File: config.mk
export PLATFORM = sky130hd
export DESIGN_NAME = frame_capture_flat
export DESIGN_NICKNAME = d
export VERILOG_FILES = /design/src/rtl/frame_capture_if.sv /design/src/rtl/frame_capture.sv /design/src/flat_wrapper.sv
export SDC_FILE = /design/constraint.sdc
export NUM_CORES = 1
export LEC_CHECK = 0
export CORE_ASPECT_RATIO = 2
export CORE_UTILIZATION = 56
export CTS_CLUSTER_SIZE = 12
export DETAILED_ROUTE_END_ITERATION = 16
export GPL_TIMING_DRIVEN = 1
export MAX_ROUTING_LAYER = met4
export PLACE_DENSITY_LB_ADDON = 0.12
export SKIP_CTS_REPAIR_TIMING = 1
export SLEW_MARGIN = 20
export SYNTH_ARGS = -nofsm -noshare
export SYNTH_HDL_FRONTEND = slang
export SYNTH_SLANG_ARGS = --single-unit
File: constraint.sdc
create_clock -name clk -period 3 [get_ports clk]
set_input_delay 0.45 -clock clk [delete_from_list [all_inputs] [get_ports clk]]
set_output_delay 0.45 -clock clk [all_outputs]
set_load 0.05 [all_outputs]
File: src/rtl/frame_capture_if.sv
// Pixel-side and frame-buffer-side signals of the single-shot frame grabber.
// The master drives the pixel stream; the slave is the grabber itself.
interface frame_capture_if #(
    parameter int unsigned ADDR_W = 19
);
    logic              arm;
    logic              frame_start;
    logic              frame_end;
    logic              line_start;
    logic              pixel_valid;
    logic [7:0]        pixel_data;
    logic              wr_en;
    logic [ADDR_W-1:0] wr_addr;
    logic [7:0]        wr_data;
    logic              busy;
    logic              done;
    logic [8:0]        lines;
    logic              resync;

    modport master (
        output arm, frame_start, frame_end, line_start, pixel_valid, pixel_data,
        input  wr_en, wr_addr, wr_data, busy, done, lines, resync
    );

    modport slave (
        input  arm, frame_start, frame_end, line_start, pixel_valid, pixel_data,
        output wr_en, wr_addr, wr_data, busy, done, lines, resync
    );
endinterface

File: src/rtl/frame_capture.sv
// Single-shot frame grabber: once armed, writes one frame of pixel bytes
// to a WIDTH x HEIGHT linear buffer at y*WIDTH+x, then reports done.
module frame_capture #(
    parameter int unsigned WIDTH  = 640,
    parameter int unsigned HEIGHT = 480,
    parameter int unsigned ADDR_W = 19
) (
    input  logic           clk,
    input  logic           reset,
    frame_capture_if.slave bus
);
    typedef enum logic [1:0] {IDLE, ARMED, CAPTURE, DONE} state_t;

    localparam logic [9:0]        W_X = 10'(WIDTH);
    localparam logic [8:0]        H_Y = 9'(HEIGHT);
    localparam logic [ADDR_W-1:0] W_A = ADDR_W'(WIDTH);

    state_t            r_state;
    logic [9:0]        r_x;
    logic [8:0]        r_y;
    logic [ADDR_W-1:0] r_line_base;
    logic              r_first_line;
    logic [8:0]        r_lines;
    logic              r_wr_en;
    logic [ADDR_W-1:0] r_wr_addr;
    logic [7:0]        r_wr_data;
    logic              r_busy;
    logic              r_done;
    logic              r_resync;

    logic [9:0]        w_x;
    logic [8:0]        w_y;
    logic [ADDR_W-1:0] w_base;
    logic              w_first;
    logic [8:0]        w_lines;
    logic              w_wr;

    // line_start is applied first so a same-cycle pixel lands at x=0 of the new line
    always_comb begin
        w_x     = r_x;
        w_y     = r_y;
        w_base  = r_line_base;
        w_first = r_first_line;
        w_lines = r_lines;
        if (bus.line_start) begin
            w_x = '0;
            if (r_first_line) begin
                w_first = 1'b0;
                w_lines = 9'd1;
            end else begin
                if (r_y < H_Y) begin
                    w_y    = r_y + 9'd1;
                    w_base = r_line_base + W_A;
                end
                if (r_lines < H_Y) w_lines = r_lines + 9'd1;
            end
        end
        w_wr = bus.pixel_valid && (w_x < W_X) && (w_y < H_Y) && !w_first;
    end

    always_ff @(posedge clk or posedge reset) begin
        if (reset) begin
            r_state      <= IDLE;
            r_x          <= '0;
            r_y          <= '0;
            r_line_base  <= '0;
            r_first_line <= 1'b1;
            r_lines      <= '0;
            r_wr_en      <= 1'b0;
            r_wr_addr    <= '0;
            r_wr_data    <= '0;
            r_busy       <= 1'b0;
            r_done       <= 1'b0;
            r_resync     <= 1'b0;
        end else begin
            r_wr_en <= 1'b0;
            case (r_state)
                IDLE: begin
                    if (bus.arm) begin
                        r_state <= ARMED;
                        r_busy  <= 1'b1;
                    end
                end
                ARMED: begin
                    if (bus.frame_start) begin
                        r_state      <= CAPTURE;
                        r_x          <= '0;
                        r_y          <= '0;
                        r_line_base  <= '0;
                        r_first_line <= 1'b1;
                        r_lines      <= '0;
                    end
                end
                CAPTURE: begin
                    if (bus.frame_start) begin
                        r_x          <= '0;
                        r_y          <= '0;
                        r_line_base  <= '0;
                        r_first_line <= 1'b1;
                        r_lines      <= '0;
                        r_resync     <= 1'b1;
                    end else begin
                        r_x          <= (bus.pixel_valid && (w_x < W_X)) ? w_x + 10'd1 : w_x;
                        r_y          <= w_y;
                        r_line_base  <= w_base;
                        r_first_line <= w_first;
                        r_lines      <= w_lines;
                        if (w_wr) begin
                            r_wr_en   <= 1'b1;
                            r_wr_addr <= w_base + ADDR_W'(w_x);
                            r_wr_data <= bus.pixel_data;
                        end
                        if (bus.frame_end) begin
                            r_state <= DONE;
                            r_busy  <= 1'b0;
                            r_done  <= 1'b1;
                        end
                    end
                end
                DONE: begin
                    if (bus.arm) begin
                        r_state  <= ARMED;
                        r_busy   <= 1'b1;
                        r_done   <= 1'b0;
                        r_lines  <= '0;
                        r_resync <= 1'b0;
                    end
                end
                default: r_state <= IDLE;
            endcase
        end
    end

    assign bus.wr_en   = r_wr_en;
    assign bus.wr_addr = r_wr_addr;
    assign bus.wr_data = r_wr_data;
    assign bus.busy    = r_busy;
    assign bus.done    = r_done;
    assign bus.lines   = r_lines;
    assign bus.resync  = r_resync;
endmodule

File: src/flat_wrapper.sv
// flat-port wrapper written by rule: the top's interface ports become plain ports
module frame_capture_flat 
#(
    parameter int unsigned WIDTH  = 640,
    parameter int unsigned HEIGHT = 480,
    parameter int unsigned ADDR_W = 19
)
  (clk, reset, bus_arm, bus_frame_start, bus_frame_end, bus_line_start, bus_pixel_valid, bus_pixel_data, bus_wr_en, bus_wr_addr, bus_wr_data, bus_busy, bus_done, bus_lines, bus_resync);
  frame_capture_if #(.ADDR_W(ADDR_W)) bus_i ();
  input  logic clk;
  input  logic reset;
  input wire logic [$bits(bus_i.arm)-1:0] bus_arm;
  input wire logic [$bits(bus_i.frame_start)-1:0] bus_frame_start;
  input wire logic [$bits(bus_i.frame_end)-1:0] bus_frame_end;
  input wire logic [$bits(bus_i.line_start)-1:0] bus_line_start;
  input wire logic [$bits(bus_i.pixel_valid)-1:0] bus_pixel_valid;
  input wire logic [$bits(bus_i.pixel_data)-1:0] bus_pixel_data;
  output wire logic [$bits(bus_i.wr_en)-1:0] bus_wr_en;
  output wire logic [$bits(bus_i.wr_addr)-1:0] bus_wr_addr;
  output wire logic [$bits(bus_i.wr_data)-1:0] bus_wr_data;
  output wire logic [$bits(bus_i.busy)-1:0] bus_busy;
  output wire logic [$bits(bus_i.done)-1:0] bus_done;
  output wire logic [$bits(bus_i.lines)-1:0] bus_lines;
  output wire logic [$bits(bus_i.resync)-1:0] bus_resync;
  assign bus_i.arm = bus_arm;
  assign bus_i.frame_start = bus_frame_start;
  assign bus_i.frame_end = bus_frame_end;
  assign bus_i.line_start = bus_line_start;
  assign bus_i.pixel_valid = bus_pixel_valid;
  assign bus_i.pixel_data = bus_pixel_data;
  assign bus_wr_en = bus_i.wr_en;
  assign bus_wr_addr = bus_i.wr_addr;
  assign bus_wr_data = bus_i.wr_data;
  assign bus_busy = bus_i.busy;
  assign bus_done = bus_i.done;
  assign bus_lines = bus_i.lines;
  assign bus_resync = bus_i.resync;
  frame_capture #(.WIDTH(WIDTH), .HEIGHT(HEIGHT), .ADDR_W(ADDR_W)) u_core (.clk(clk), .reset(reset), .bus(bus_i));
endmodule
; Word level (Yosys, flattened, before mapping)
; Cells that the tools add are included.
[classes]
n_addsub = 5
mul = 0
div_mod_pow = 0
magnitude_cmp = 4
eq_ne = 11
shifts = 0
muxes = 44
n_bitwise = 1
reduce_logical = 17
[op_table]
columns = op, n
row1 = 2-to-1 mux 19 bit, 5
row2 = 2-to-1 mux 9 bit, 10
row3 = 2-to-1 mux 10 bit, 4
row4 = one-hot mux 19 bit (2 select lines), 1
row5 = less-than comparator 9 bit (second input constant), 3
row6 = one-hot mux 9 bit (3 select lines), 1
row7 = one-hot mux 10 bit (2 select lines), 1
row8 = adder 19 x 10 -> 19 bit, 1
row9 = adder 19 x 10 -> 19 bit (second input constant), 1
row10 = adder 9 x 1 -> 9 bit (second input constant), 2
row11 = one-hot mux 9 bit (2 select lines), 1
row12 = 2-to-1 mux 1 bit, 12
row13 = AND reduction 4 bit, 3
row14 = adder 10 x 1 -> 10 bit (second input constant), 1
row15 = less-than comparator 10 bit (second input constant), 1
row16 = inequality test 2 bit (second input constant), 5
row17 = 2-to-1 mux 2 bit, 4
row18 = one-hot mux 1 bit (2 select lines), 4
row19 = one-hot mux 2 bit (3 select lines), 1
row20 = AND reduction 3 bit, 2
row21 = nonzero test 2 bit, 3
row22 = AND reduction 5 bit, 1
row23 = == test 2 bit (second input constant), 2
row24 = inequality test 4 x 2 -> 1 bit (second input constant), 1
row25 = 10 further kinds, 12
[word_totals]
regBits = 81
latchBits = 0
ram_bits = 0
romBits = 0
mem_count = 0

; Depth between registers and ports, before layout
[depth]
depth_word = 10
ltp_mapped = 12
depth_no_buf = 11

; Least setup slack after synthesis
; OpenSTA, ideal clock, no wires.
[synth_timing]
path_type = reg2reg
startpoint = register u_core.r_y[5]
endpoint = register u_core.r_wr_addr[12], in the netlist u_core.bus.wr_addr[12]
setup_time_ps = 125
arrival_ps = 2593
setup_slack_ps = 281
path_stages_with_launch = 13
n_path_buf = 1
synth_period_minus_slack_ps = 2719
cell_sequence = dfrtp_1 -> clkbuf_1 -> nand4_1 -> nand2_1 -> nand2_1 -> nand2_1 -> ha_1 -> a21o_1 -> a21o_1 -> a31oi_1 -> a21oi_1 -> xnor2_1 -> mux2_4
[synth_between]
elab_chain_cells = 8
word_cells_on_any_way = 13
classes_between = add/sub (2) / order compare (2) / mux (6) / reduce/logical (3)
[synth_rtl]
columns = element, line
row1 = start: declaration, frame_capture.sv:20  ; logic [8:0] r_y;
row2 = start signal: assignment, frame_capture.sv:104  ; r_y <= w_y;
row3 = adder 9 x 1 -> 9 bit / less-than comparator 9 bit (equally long branches), "frame_capture.sv:52, frame_capture.sv:51"
row4 = 2-to-1 mux 9 bit, frame_capture.sv:51  ; if (r_y < H_Y) begin
row5 = 2-to-1 mux 9 bit, frame_capture.sv:47  ; if (r_first_line) begin
row6 = 2-to-1 mux 9 bit, frame_capture.sv:45  ; if (bus.line_start) begin
row7 = less-than comparator 9 bit, frame_capture.sv:58  ; w_wr = bus.pixel_valid && (w_x < W_X) && (w_y < H_Y) && !w_first;
row8 = logical AND 1 bit (2 in a row), frame_capture.sv:58
row9 = AND reduction 3 bit (no line), -
row10 = end signal: assignment, frame_capture.sv:110  ; r_wr_addr <= w_base + ADDR_W'(w_x);
row11 = end: declaration, frame_capture.sv:25  ; logic [ADDR_W-1:0] r_wr_addr;
; Several ways; a longest one is shown, not always the timed one.
; A chain may end at the register's enable or synchronous reset.

; Worst setup path in the final report
[layout_timing]
startpoint = input bus_line_start
endpoint = register u_core.r_wr_addr[16], in the netlist u_core.bus.wr_addr[16]
[layout_between]
elab_chain_cells = 6
word_cells_on_any_way = 12
classes_between = add/sub (1) / order compare (2) / mux (4) / reduce/logical (5)
[layout_rtl]
columns = element, line
row1 = start: declaration, flat_wrapper.sv:15  ; input wire logic [$bits(bus_i.line_start)-1:0] bus_line_start;
row2 = 2-to-1 mux 10 bit, frame_capture.sv:45
row3 = less-than comparator 10 bit, frame_capture.sv:58
row4 = logical AND 1 bit (3 in a row), frame_capture.sv:58
row5 = AND reduction 3 bit (no line), -
; Several ways; a longest one is shown, not always the timed one.

==> run summary <==
Kind of path behind the tightest hold check = flip-flop to flip-flop
Gate count of the mapped netlist = 439
Clock sink count = 74
Initial antenna violation count = 0
Total global-route track usage = 30.71%
Part of the power in the clock network = 27.1%
Worst reg-to-reg setup slack = 0.24 ns
Number of antenna-violating nets in the routed design = 0
Sequential cell area fraction in the yosys report = 43.74%
Number of cells traversed by the worst hold path = 2
Max-Slew Margin vs Limit = 63.52%
Critical path endpoint = u_core.bus.wr_addr[16]
Total wire length = 10990 um
Achievable Freq = 355.6 MHz
Cell-internal power = 2.349 mW
Final Max Slew Viols = 0
Pin count of the biggest net entering global routing = 75
First-pass GRT wire length = 18260 um
Post-synthesis to final-layout area growth = 25.99%
Final design utilization = 73.45%
Share of power burned in combinational logic = 39.1%
Post-Synthesis Net Count = 467
Maximum count of clock buffers along a single path = 2
Worst-case clock skew = 0.004951 ns
Via-per-instance ratio = 6.162
Clock period minus final worst setup slack = 2.812 ns
Clock transition at the registers of the reported paths = 0.06 ns
First element of the critical path = bus_line_start
Placed instance area = 5051 sq um
Tightest Pin Transition = 0.5423 ns
Commonest non-fill, non-tap cell in the layout = sky130_fd_sc_hd__dfrtp_1
Final HPWL from detailed placement = 8016 um
Post-route cell area = 5338 sq um
Setup violation total in the final timing report = 0
Standard cell core area = 7267 sq um
Fraction of layout instances using a drive strength above 1 = 14.59%
CTS buffer count = 9
Insertion delay of the later-clocked pin in the worst-skew pair = 0.34 ns
Number of rows in the core area = 44
Count of buffers inserted at the top-level ports = 54
Pre-antenna DRT Iters = 4
Run status = completed
Synthesis Warnings = 0
Number of enable-type register cells in the synthesized netlist = 0
Post-synth ARST share = 100.0%
Endpoint type of the worst setup path = flip-flop
Critical R2R Launch = u_core.r_y[8]
Worst Path Max Fanout = 4
Post-synthesis instance area = 4237 sq um
Post-route insts no fill = 613
Share of power burned in registers = 33.8%
Root cell of the clock tree = sky130_fd_sc_hd__clkbuf_16
Number of cells on the worst reg-to-reg path = 12
Number of storage elements in the synthesis netlist = 74
DRC violations left = 0
Max cap viols = 0
Height of the die = 125.0 um
Post-Place Cells = 598
Number of DRC markers in iteration 0 = 200
RSZ-0062 raised after global routing = no
P_sw = 1.518 mW
Total design power = 3.867 mW
Effective utilization at floorplan = 58.30%
Grt ovf = 0
Diodes inserted = 0
Critical path launch point type = primary input
Width of the die = 63.51 um
Count of nets after finishing = 545
Critical R2R Capture = u_core.bus.wr_addr[16]
Clock tree from TritonCTS = built
Leakage power = 2.323 nW
Routed len/inst = 17.92 um
Via count of the first global-routing pass = 3919
Top-level port count = 55
Power density of the placed cells = 724.5 nW/um^2
Number of H-tree levels = 3
Total via count after detailed routing = 3777
Switching share of power = 39.25%
Required @ worst endpoint = 3.22 ns
Floorplan die area = 7938 sq um
Most frequent cells in the layout = sky130_fd_sc_hd__dfrtp_1, sky130_fd_sc_hd__clkdlybuf4s50_1, sky130_fd_sc_hd__o21ai_0, sky130_fd_sc_hd__nand2_1, sky130_fd_sc_hd__nor2_1
Tcrit/Tclk final = 93.74%
Final weighted congestion in routability-driven placement = 0.8924
Worst vdd ir = 0.5668 mV
Crit Path Category = primary input to flip-flop
Post-synthesis average cell area = 9.650 sq um
Main synth FF type = sky130_fd_sc_hd__dfrtp_1
CP Data Arrival Time = 3.03 ns
Endpoints failing hold = 0
Post-synthesis cell type count = 61
## power by group through the flow
stage	logic (mW)	registers, mW	clock network [mW]
3_3_place_gp	1.48	1.31	0
5_1_grt	1.64	1.33	1.09
3_5_place_dp	1.50	1.32	0
6_report	1.51	1.31	1.05
4_1_cts	1.51	1.30	1.06
2_1_floorplan	0.690	1.63	0
## layout make-up
type | instances | area (sq um)
well taps | 92 | 115.1
flip-flops and latches | 74 | 1853
inverters | 16 | 65.06
repair buffers | 85 | 785.8
clock buffers | 9 | 225.2
fillers | 585 | 1929
clock inverters | 6 | 58.81
multi-input cells | 331 | 2235
## synth_stat cells, types with 5 or more instances
cell type	count	area, sq um
sky130_fd_sc_hd__clkbuf_1	13	48.80
sky130_fd_sc_hd__mux2_2	10	112.6
sky130_fd_sc_hd__nand3_1	12	60.06
sky130_fd_sc_hd__a21oi_1	18	90.09
sky130_fd_sc_hd__inv_1	15	56.30
sky130_fd_sc_hd__nor2b_1	11	68.82
sky130_fd_sc_hd__nand2_1	45	168.9
sky130_fd_sc_hd__xor2_1	7	61.31
sky130_fd_sc_hd__a31oi_1	10	62.56
sky130_fd_sc_hd__ha_1	13	162.7
sky130_fd_sc_hd__and3_1	5	31.28
sky130_fd_sc_hd__xnor2_1	19	166.4
sky130_fd_sc_hd__nor4_1	7	43.79
sky130_fd_sc_hd__mux2_4	9	135.1
sky130_fd_sc_hd__nor2_1	31	116.4
sky130_fd_sc_hd__o31ai_1	8	60.06
sky130_fd_sc_hd__a22o_1	10	87.58
sky130_fd_sc_hd__dfrtp_1	73	1827
sky130_fd_sc_hd__o21ai_0	49	245.2
## registers in the layout, summed over array words and instances (netlist names)
name,flops
u_core.bus.wr_addr,19
u_core.r_first_line,1
u_core.bus.lines,9
u_core.r_state,2
u_core.r_line_base,12
u_core.bus.wr_data,8
u_core.bus.wr_en,1
u_core.r_y,9
u_core.bus.resync,1
u_core.bus.done,1
u_core.bus.busy,1
u_core.r_x,10
## through the flow
step	TNS (ns)	hold slack (ns)	setup WS (ns)
floorplan	0	0.4422	0.2814
global placement	-0.003191	0.4628	-0.003191
detailed placement	-0.5396	0.4737	-0.1146
CTS	0	0.4862	0.2055
global route	0	0.5286	0.01675
finish	0	0.4867	0.1878
## worst min path at each step
stage                     startpoint                     to
6_report               u_core.r_x[0]          u_core.r_x[0]
5_1_grt        u_core.bus.wr_data[4]  u_core.bus.wr_data[4]
4_1_cts                u_core.r_x[0]          u_core.r_x[0]
3_5_place_dp           u_core.r_x[0]          u_core.r_x[0]
3_3_place_gp           u_core.r_x[0]          u_core.r_x[0]
2_1_floorplan          u_core.r_x[0]          u_core.r_x[0]
## critical path, cell delays in order
cell and delay (ns):
sky130_fd_sc_hd__clkdlybuf4s50_1 0.50, sky130_fd_sc_hd__buf_4 0.14, sky130_fd_sc_hd__nand2b_4 0.05, sky130_fd_sc_hd__nor2_1 0.16
sky130_fd_sc_hd__nand2_1 0.09, sky130_fd_sc_hd__nand2_1 0.10, sky130_fd_sc_hd__ha_1 0.25, sky130_fd_sc_hd__a21o_1 0.21
sky130_fd_sc_hd__a21o_1 0.22, sky130_fd_sc_hd__a31oi_1 0.33, sky130_fd_sc_hd__buf_4 0.19, sky130_fd_sc_hd__a2111oi_2 0.04
sky130_fd_sc_hd__a31oi_1 0.20, sky130_fd_sc_hd__o31ai_1 0.09
## cell families after synthesis
logic type / after synthesis / synth area share (%)
buffers and inverters: 34 / 3.573
AO/OA/AOI/OAI: 125 / 19.17
other: 1 / 0.08852
AND/OR/NAND/NOR: 146 / 18.13
multiplexers: 20 / 6.084
flip-flops: 74 / 43.74
adder cells (fa/ha/maj): 13 / 3.839
XOR/XNOR: 26 / 5.375
## routing by layer
metal	share of wire (%)	global-route usage [%]	vias to the layer above
met3	3.3	4.836	44
met1	36	29.08	1866
met2	57	55.44	120
met5	0	-	-
met4	4.2	19.39	0
li1	-	-	1747
Power figures use the tool's default switching activity.
